## config.mk

```make
export PLATFORM = sky130hd
export DESIGN_NAME = gdm_bram_reader
export DESIGN_NICKNAME = d
export VERILOG_FILES = /design/src/rtl/gdm_bram_reader.sv
export SDC_FILE = /design/constraint.sdc
export NUM_CORES = 1
export LEC_CHECK = 0
export CORE_ASPECT_RATIO = 0.8
export CORE_UTILIZATION = 45
export CTS_BUF_LIST = sky130_fd_sc_hd__clkbuf_4 sky130_fd_sc_hd__clkbuf_8
export DETAILED_ROUTE_END_ITERATION = 10
export GPL_TIMING_DRIVEN = 0
export HOLD_SLACK_MARGIN = 0.02
export PLACE_DENSITY = 0.73
export SLEW_MARGIN = 20
export SYNTH_ARGS = -nofsm -noshare
export SYNTH_HDL_FRONTEND = slang
export SYNTH_SLANG_ARGS = --single-unit
```

## constraint.sdc

```tcl
create_clock -name clk -period 2.9 [get_ports clk]
set_input_delay 0.725 -clock clk [delete_from_list [all_inputs] [get_ports clk]]
set_output_delay 0.725 -clock clk [all_outputs]
set_load 0.05 [all_outputs]
```

## src/rtl/gdm_bram_reader.sv

```systemverilog
// Burst reader: streams `length` words from a synchronous BRAM starting at base_addr
// through a 2-entry skid FIFO. Optional abort input is enabled by GDM_RD_ABORT_EN.
module gdm_bram_reader #(
    parameter int unsigned DATA_W = 75,
    parameter int unsigned ADDR_W = 10
) (
    input  logic              clk,
    input  logic              rstn,
    input  logic              start,
    input  logic [ADDR_W-1:0] base_addr,
    input  logic [ADDR_W:0]   length,
    output logic              busy,
    output logic              done,
    output logic [ADDR_W-1:0] bram_addr,
    input  logic [DATA_W-1:0] bram_dout,
    output logic              m_valid,
    input  logic              m_ready,
    output logic [DATA_W-1:0] m_data,
    output logic              m_last
`ifdef GDM_RD_ABORT_EN
    ,
    input  logic              abort
`endif
);

    typedef enum logic [1:0] {StIdle, StRun, StDrain} state_e;

    state_e            state_q, state_d;
    logic [ADDR_W-1:0] ptr_q, ptr_d;
    logic [ADDR_W-1:0] addr_q, addr_d;
    logic [ADDR_W:0]   rem_q, rem_d;
    logic              done_q, done_d;
    logic              inflight_q, inflight_last_q;
    logic [DATA_W-1:0] mem_data_q [2];
    logic              mem_last_q [2];
    logic              wr_q, rd_q;
    logic [1:0]        count_q;
    logic [2:0]        occ;
    logic              pop, issue, flush;

`ifdef GDM_RD_ABORT_EN
    assign flush = abort && (state_q != StIdle);
`else
    assign flush = 1'b0;
`endif

    assign m_valid = (count_q != 2'd0);
    assign m_data  = mem_data_q[rd_q];
    assign m_last  = m_valid && mem_last_q[rd_q];
    assign busy    = (state_q != StIdle);
    assign done    = done_q;
    assign pop     = m_valid && m_ready;

    // Credit check: occupancy after this cycle's pop must leave room for a new read.
    assign occ   = {1'b0, count_q} + {2'b00, inflight_q};
    assign issue = (state_q == StRun) && (rem_q != '0) && !flush
                   && (occ < (3'd2 + {2'b00, pop}));

    // The BRAM sees the new address in the issuing cycle; otherwise the last one is held.
    assign bram_addr = issue ? ptr_q : addr_q;

    always_comb begin
        state_d = state_q;
        ptr_d   = ptr_q;
        addr_d  = addr_q;
        rem_d   = rem_q;
        done_d  = 1'b0;
        unique case (state_q)
            StIdle: begin
                if (start) begin
                    ptr_d = base_addr;
                    rem_d = length;
                    if (length == '0) begin
                        done_d = 1'b1;
                    end else begin
                        state_d = StRun;
                    end
                end
            end
            StRun: begin
                if (issue) begin
                    ptr_d  = ptr_q + ADDR_W'(1);
                    addr_d = ptr_q;
                    rem_d  = rem_q - (ADDR_W + 1)'(1);
                    if (rem_q == (ADDR_W + 1)'(1)) state_d = StDrain;
                end
            end
            StDrain: begin
                if (pop && m_last) begin
                    state_d = StIdle;
                    done_d  = 1'b1;
                end
            end
            default: state_d = StIdle;
        endcase
        if (flush) begin
            state_d = StIdle;
            done_d  = 1'b0;
        end
    end

    always_ff @(posedge clk or negedge rstn) begin
        if (!rstn) begin
            state_q <= StIdle;
            ptr_q   <= '0;
            addr_q  <= '0;
            rem_q   <= '0;
            done_q  <= 1'b0;
        end else begin
            state_q <= state_d;
            ptr_q   <= ptr_d;
            addr_q  <= addr_d;
            rem_q   <= rem_d;
            done_q  <= done_d;
        end
    end

    always_ff @(posedge clk or negedge rstn) begin
        if (!rstn) begin
            inflight_q      <= 1'b0;
            inflight_last_q <= 1'b0;
            mem_data_q[0]   <= '0;
            mem_data_q[1]   <= '0;
            mem_last_q[0]   <= 1'b0;
            mem_last_q[1]   <= 1'b0;
            wr_q            <= 1'b0;
            rd_q            <= 1'b0;
            count_q         <= 2'd0;
        end else if (flush) begin
            inflight_q      <= 1'b0;
            inflight_last_q <= 1'b0;
            wr_q            <= 1'b0;
            rd_q            <= 1'b0;
            count_q         <= 2'd0;
        end else begin
            inflight_q      <= issue;
            inflight_last_q <= issue && (rem_q == (ADDR_W + 1)'(1));
            if (inflight_q) begin
                mem_data_q[wr_q] <= bram_dout;
                mem_last_q[wr_q] <= inflight_last_q;
                wr_q             <= ~wr_q;
            end
            if (pop) rd_q <= ~rd_q;
            count_q <= count_q + {1'b0, inflight_q} - {1'b0, pop};
        end
    end

endmodule
```

==> summary.md, run 1 <==
| Metric | Value |
|---|---|
| Period minus WS final | `3.36 ns` |
| Final slew viol count | `0` |
| Violated checks | `setup timing` |
| EDFF count, synth | `0` |
| Synth area leaders | `dfrtp_1 54%, mux2_2 29%, mux2_4 2.7%` |
| Worst skew pair latency | `0.47 ns` |
| Startpoint Class | `flop` |
| Buffers on Ports | `188` |
| Worst setup margin | `-0.463 ns` |
| Crit path kind | `reg -> out` |
| Post-Syn Nets | `757` |
| Final period util | `116%` |
| Layout fillers | `1,511` |
| Post-synth cell types | `46` |
| Final Wtd Congestion | `0.913` |
| Congestion Overflow GR | `0` |
| CTS tree | `done` |
| DR WL/cell | `17.9 um` |
| Worst Skew | `0.0217 ns` |
| Vias per inst | `5.32` |
| Detail Placement HPWL | `14.8 mm` |
| GRT Resource Usage Total | `21.5%` |
| # rows | `45` |
| Layout area overhead | `32.0%` |
| Slowest-stage cell, CP | `or4_4` |
| Core ar. | `19,100 sq um` |
| Sink Count | `192` |
| Initial antenna violation count | `1` |
| Die H | `127 um` |
| Initial DRC Count | `307` |
| Worst setup EP type | `output pin` |
| Fin area | `11,600 sq um` |
| Sequential area share after synthesis | `54.5%` |
| Yosys synthesis warning count | `0` |
| Vias | `6,079` |
| Hold crit path type | `in -> async` |
| Layout cells sized above 1 | `41.1%` |
| Die area | `20,200 sq um` |
| CTS Buf Count | `17` |
| Hold Vio Cnt, Final | `0` |
| Max frequency | `297 MHz` |
| Setup-failing EPs final | `10` |
| Routed wire length | `20.5 mm` |
| Cts hold-fix bufs | `0` |
| Worst path bufs/invs | `2` |
| CP max stage delay | `0.53 ns` |
| Status | `finished with violations` |
| Asr flop ratio synth | `100%` |
| Post-Syn Area | `8820 sq um` |
| Clock slew at reported path FFs | `0.11 ns` |
| Max-Cap Viols | `0` |
| Synthesized instance count | `650` |
| Die W | `159 um` |
| Largest net degree at the start of global routing | `83` |
| CP Cell Sequence | `or4_4, or3_4, and3_4, buf_12, mux2_4, buf_8` |
| Tightest Pin Transition | `0.657 ns` |
| Clock root cell | `clkbuf_8` |
| Initial Utilization | `46.2%` |
| Sequential cell area | `4810 sq um` |
| RSZ-0062 raised after global routing | `yes` |
| Most used DFF post-synth | `dfrtp_1` |
| H-tree depth | `4` |
| Core Util, Final | `61.0%` |
| Routed Antenna Nets | `0` |
| Drt pass-1 iters | `6` |
| DP Area | `11,100 sq um` |
| First-pass GRT wire length | `33.4 mm` |
| Clock buffer depth | `2` |
| Boundary pin count | `189` |
| Worst Path Max Fanout | `7` |
| Multi-input logic area | `3810 sq um` |
| Vias in the first global route | `6,577` |
| Average cell area after synthesis | `13.6 sq um` |
| DRC | `0` |
| Top cell type's share of synthesized area | `54.5%` |
| Layout Nets | `977` |
| Arr. time, crit path | `2.64 ns` |
| Number of synthesized register bits | `192` |
| Yosys top cell by area | `dfrtp_1` |
| Req. time, crit path | `2.17 ns` |
| Slew margin rel. | `56.2%` |
| Largest delay contributor family on the critical path | `simple AND/OR/NAND/NOR gates` |
| Fin Setup TNS | `-4.53 ns` |
==> worst paths after layout <==
kind / slack (ns) / depth (start not counted) / startpoint / end
min in group clk: 0.50 / 1 / wr_q / wr_q
max in group asynchronous: 1.73 / 3 / rstn / mem_data_q[62]
max: -0.46 / 6 / rem_q[5] / bram_addr[1]
min: 0.09 / 1 / rstn / mem_data_q[84]
min reg2reg: 0.50 / 1 / wr_q / wr_q
max reg2reg: 0.42 / 4 / inflight_q / mem_data_q[138]
==> what timing repair did <==
action                     CTS  global route
resized for setup          225             4
setup endpoints to repair   87            34
pin swaps                    2             1
setup buffers                8             5
==> cells by family after synthesis <==
logic type / count (synthesis) / share of synthesized area (%)
muxes: 248 / 32.3
DFF: 192 / 54.5
and+or+nand+nor: 80 / 4.58
AOI/OAI and AO/OA: 69 / 4.47
buffers and inverters: 49 / 2.65
adders and majority gates: 7 / 0.993
xor gates and xnor gates: 5 / 0.497
==> cells in the final DEF (no fill, tap or decap), types with 3 or more instances in the layout <==
master,netlist,final
clkdlybuf4s15_2,0,30
o21ai_1,2,3
buf_6,2,9
buf_2,2,6
nand2_1,33,33
o21ai_0,10,9
inv_1,9,7
clkbuf_8,0,19
buf_8,0,3
clkdlybuf4s50_1,0,100
buf_4,0,17
a21oi_1,35,35
nand4_1,4,4
inv_6,0,3
mux2_4,16,16
nor2_1,13,13
xnor2_1,4,4
or3_1,5,4
clkbuf_1,29,25
inv_8,0,3
dlygate4sd2_1,0,47
o22ai_1,10,10
nand2b_1,4,4
dfrtp_1,192,191
mux2_2,231,231
ha_1,7,6
==> state kept, by name, summed over array words and instances (netlist names), 2 cells and up <==
register    cells
mem_data_q    150
mem_last_q      2
count_q         2
ptr_q          10
rem_q          11
addr_q         10
state_q         2
==> synthesized netlist by cell type (3+ instances only) <==
| cell type | number |
|---|---|
| inv_1 | 9 |
| nand2b_1 | 4 |
| mux2_4 | 16 |
| mux2_2 | 231 |
| clkbuf_1 | 29 |
| a21oi_1 | 35 |
| nand2_1 | 33 |
| or3_1 | 5 |
| dfrtp_1 | 192 |
| o22ai_1 | 10 |
| and3_1 | 3 |
| nor2_1 | 13 |
| ha_1 | 7 |
| xnor2_1 | 4 |
| o21ai_0 | 10 |
| buf_1 | 5 |
| nand4_1 | 4 |
==> cell type report <==
| class | count | share of cell area, % |
|---|---|---|
| diodes | 1 | 0.0215 |
| well taps | 258 | 2.77 |
| repair buffers | 203 | 17.5 |
| clock inverters | 13 | 1.45 |
| multi-input cells | 409 | 32.7 |
| inverters | 9 | 0.290 |
| plain buffers | 38 | 1.76 |
| clock buffers | 19 | 2.25 |
| flip-flops and latches | 192 | 41.3 |
==> per-stage QoR <==
step                std cells  worst slack (ns)  hold WS (ns)
global route             1141            -0.541        0.0677
CTS                      1136            -0.524        0.0625
floorplan                 650           0.00841         0.429
global placement         1096             -6.46         0.479
detailed placement       1098             -1.07         0.485
finish                   1142            -0.463        0.0877
==> per-layer routing <==
metal	global-route usage [%]	share of wire, %	vias to the layer above
met5	0	0	-
met2	37.4	50	192
met3	5.05	6.1	22
met1	26.9	43	3089
met4	5.66	1.1	0
li1	-	-	2776
Power of run 1 is not shown: default switching activity piles up to over one toggle a cycle in this logic, so the estimate is an artifact.
==> run 2: changes to the inputs <==
Settings changed: SLEW_MARGIN 20 to 25.
==> results of run 2 <==
Final layout, timing and power as in run 1 (identical DEF).
Power of run 2 is left out for the same reason.
==> run 3: changes to the inputs <==
Settings changed: CORE_UTILIZATION 45 to 48, PLACE_DENSITY 0.73 to 0.77.
==> run 3 against run 2 <==
Net effect:
- the run still ends with setup timing left
- wire length decreased by 2.6%
- die area shrank 6.2%
- critical path depth is 2 higher
- non-clock buffer count unchanged
- sequential share of layout area is 0.30 points higher
- critical path type unchanged
==> summary.md, run 3 (same netlist as run 1, synthesis figures left out) <==
| Metric | Value |
|---|---|
| Max reg flops | `150` |
| CP max stage delay | `0.42 ns` |
| Cts hold-fix bufs | `0` |
| Initial antenna violation count | `0` |
| CTS Buf Count | `17` |
| Largest delay contributor family on the critical path | `simple AND/OR/NAND/NOR gates` |
| Crit. path cell count | `8` |
| Routed Antenna Nets | `0` |
| Commonest non-fill, non-tap cell in the layout | `mux2_2` |
| Post-Place Worst Slack | `-1.10 ns` |
| Clock slew at reported path FFs | `0.12 ns` |
| GRT Resource Usage Total | `21.9%` |
| Largest net degree at the start of global routing | `98` |
| Congestion Overflow GR | `0` |
| Buffers on Ports | `188` |
| Clock buffer depth | `2` |
| Slowest-stage cell, CP | `dfrtp_1` |
| Startpoint Class | `flop` |
| Sink Count | `192` |
| Tightest Pin Transition | `0.728 ns` |
| RSZ-0062 raised after global routing | `yes` |
| Violated checks | `setup timing` |
| CP Cell Sequence | `inv_2, ha_4, or3b_4, or3_4, and3_4, buf_12, mux2_4, buf_8` |
| Vias per inst | `5.42` |
| Status | `finished with violations` |
| Vias in the first global route | `6,341` |
| Initial DRC Count | `355` |
| Largest Register | `mem_data_q` |
| Layout area overhead | `31.0%` |
| Final slew viol count | `0` |
| Die area | `18,900 sq um` |
| Hold Vio Cnt, Final | `0` |
| Clock root cell | `clkbuf_8` |
| Max frequency | `297 MHz` |
| R2R Path Start | `inflight_q` |
| Worst Skew | `0.0227 ns` |
| R2r worst-path depth | `4` |
| Die H | `123 um` |
| Slew margin rel. | `51.5%` |
| Routed wire length | `20.0 mm` |
| Top Registers | `mem_data_q: 150 flops, rem_q: 11 flops` |
| Layout fillers | `1,326` |
| Layout cells sized above 1 | `41.0%` |
| Arr. time, crit path | `2.64 ns` |
| Final Wtd Congestion | `0.915` |
| Req. time, crit path | `2.17 ns` |
| Max-Cap Viols | `0` |
| Most frequent cells in the layout | `231 x mux2_2, 192 x dfrtp_1, 100 x clkdlybuf4s50_1` |
| Layout Nets | `977` |
| Worst setup EP type | `output pin` |
| Hold crit path type | `in -> async` |
| CTS tree | `done` |
| Fin area | `11,600 sq um` |
| Detail Placement HPWL | `13.9 mm` |
| Flop-to-flop setup slack | `0.42 ns` |
| Setup-failing EPs final | `10` |
| Drt pass-1 iters | `5` |
| First-pass GRT wire length | `32.4 mm` |
| Core ar. | `17,600 sq um` |
| Worst skew pair latency | `0.47 ns` |
| # rows | `43` |
| H-tree depth | `4` |
| Reg2Reg Capture Point | `mem_data_q[79]` |
| Worst Path Max Fanout | `7` |
| Crit path kind | `reg -> out` |
| Worst setup margin | `-0.464 ns` |
| Vias | `6,006` |
| Core Util, Final | `65.5%` |
| Final period util | `116%` |
| Boundary pin count | `189` |
| Fin Setup TNS | `-4.54 ns` |
| Worst path bufs/invs | `3` |
| DRC | `0` |
| Period minus WS final | `3.36 ns` |
| DP Area | `11,000 sq um` |
| Ant. Diodes | `0` |
| Die W | `154 um` |
| Initial Utilization | `50.0%` |
| DR WL/cell | `18.0 um` |
-- run 3: how the worst max path moves through the flow --
stage / end / from / slack [ns]
2_1_floorplan: bram_addr[4] / rem_q[0] / 0.008
3_3_place_gp: ptr_q[7] / rstn / -6.39
3_5_place_dp: bram_addr[7] / m_ready / -1.10
4_1_cts: bram_addr[0] / rem_q[1] / -0.47
5_1_grt: bram_addr[7] / rem_q[0] / -0.54
6_report: bram_addr[7] / rem_q[0] / -0.46
-- run 3: area by class of cell --
cell class	instances	area (sq um)	share of cell area (%)
buffer	38	209	1.81
inverter	9	33.8	0.292
sequential	192	4800	41.6
clock buffer	17	234	2.02
tap	225	282	2.44
timing repair buffer	203	2000	17.3
clock inverter	15	185	1.60
multi-input combinational	409	3810	32.9
-- run 3: what timing repair did --
| item | 4_1_cts | 5_1_grt |
|---|---|---|
| resized for setup | 220 | 7 |
| endpoints found under the setup margin | 87 | 13 |
| setup buffers | 12 | 2 |
| pin swaps | 2 | 0 |
-- run 3: per-stage QoR --
| stage | std cells | hold slack [ns] |
|---|---|---|
| floorplan | 650 | 0.429 |
| global placement | 1063 | 0.481 |
| detailed placement | 1064 | 0.487 |
| CTS | 1106 | 0.268 |
| global route | 1108 | 0.276 |
| finish | 1108 | 0.251 |
-- run 3: layer usage --
metal  routed length [um]  GRT usage (%)  share of wire, %
met3                 1120           4.31               5.6
met2                 9830           37.2                49
met5                    0              0                 0
met4                  181           6.63              0.91
met1                 8830           28.7                44
Power of run 3 is left out for the same reason.
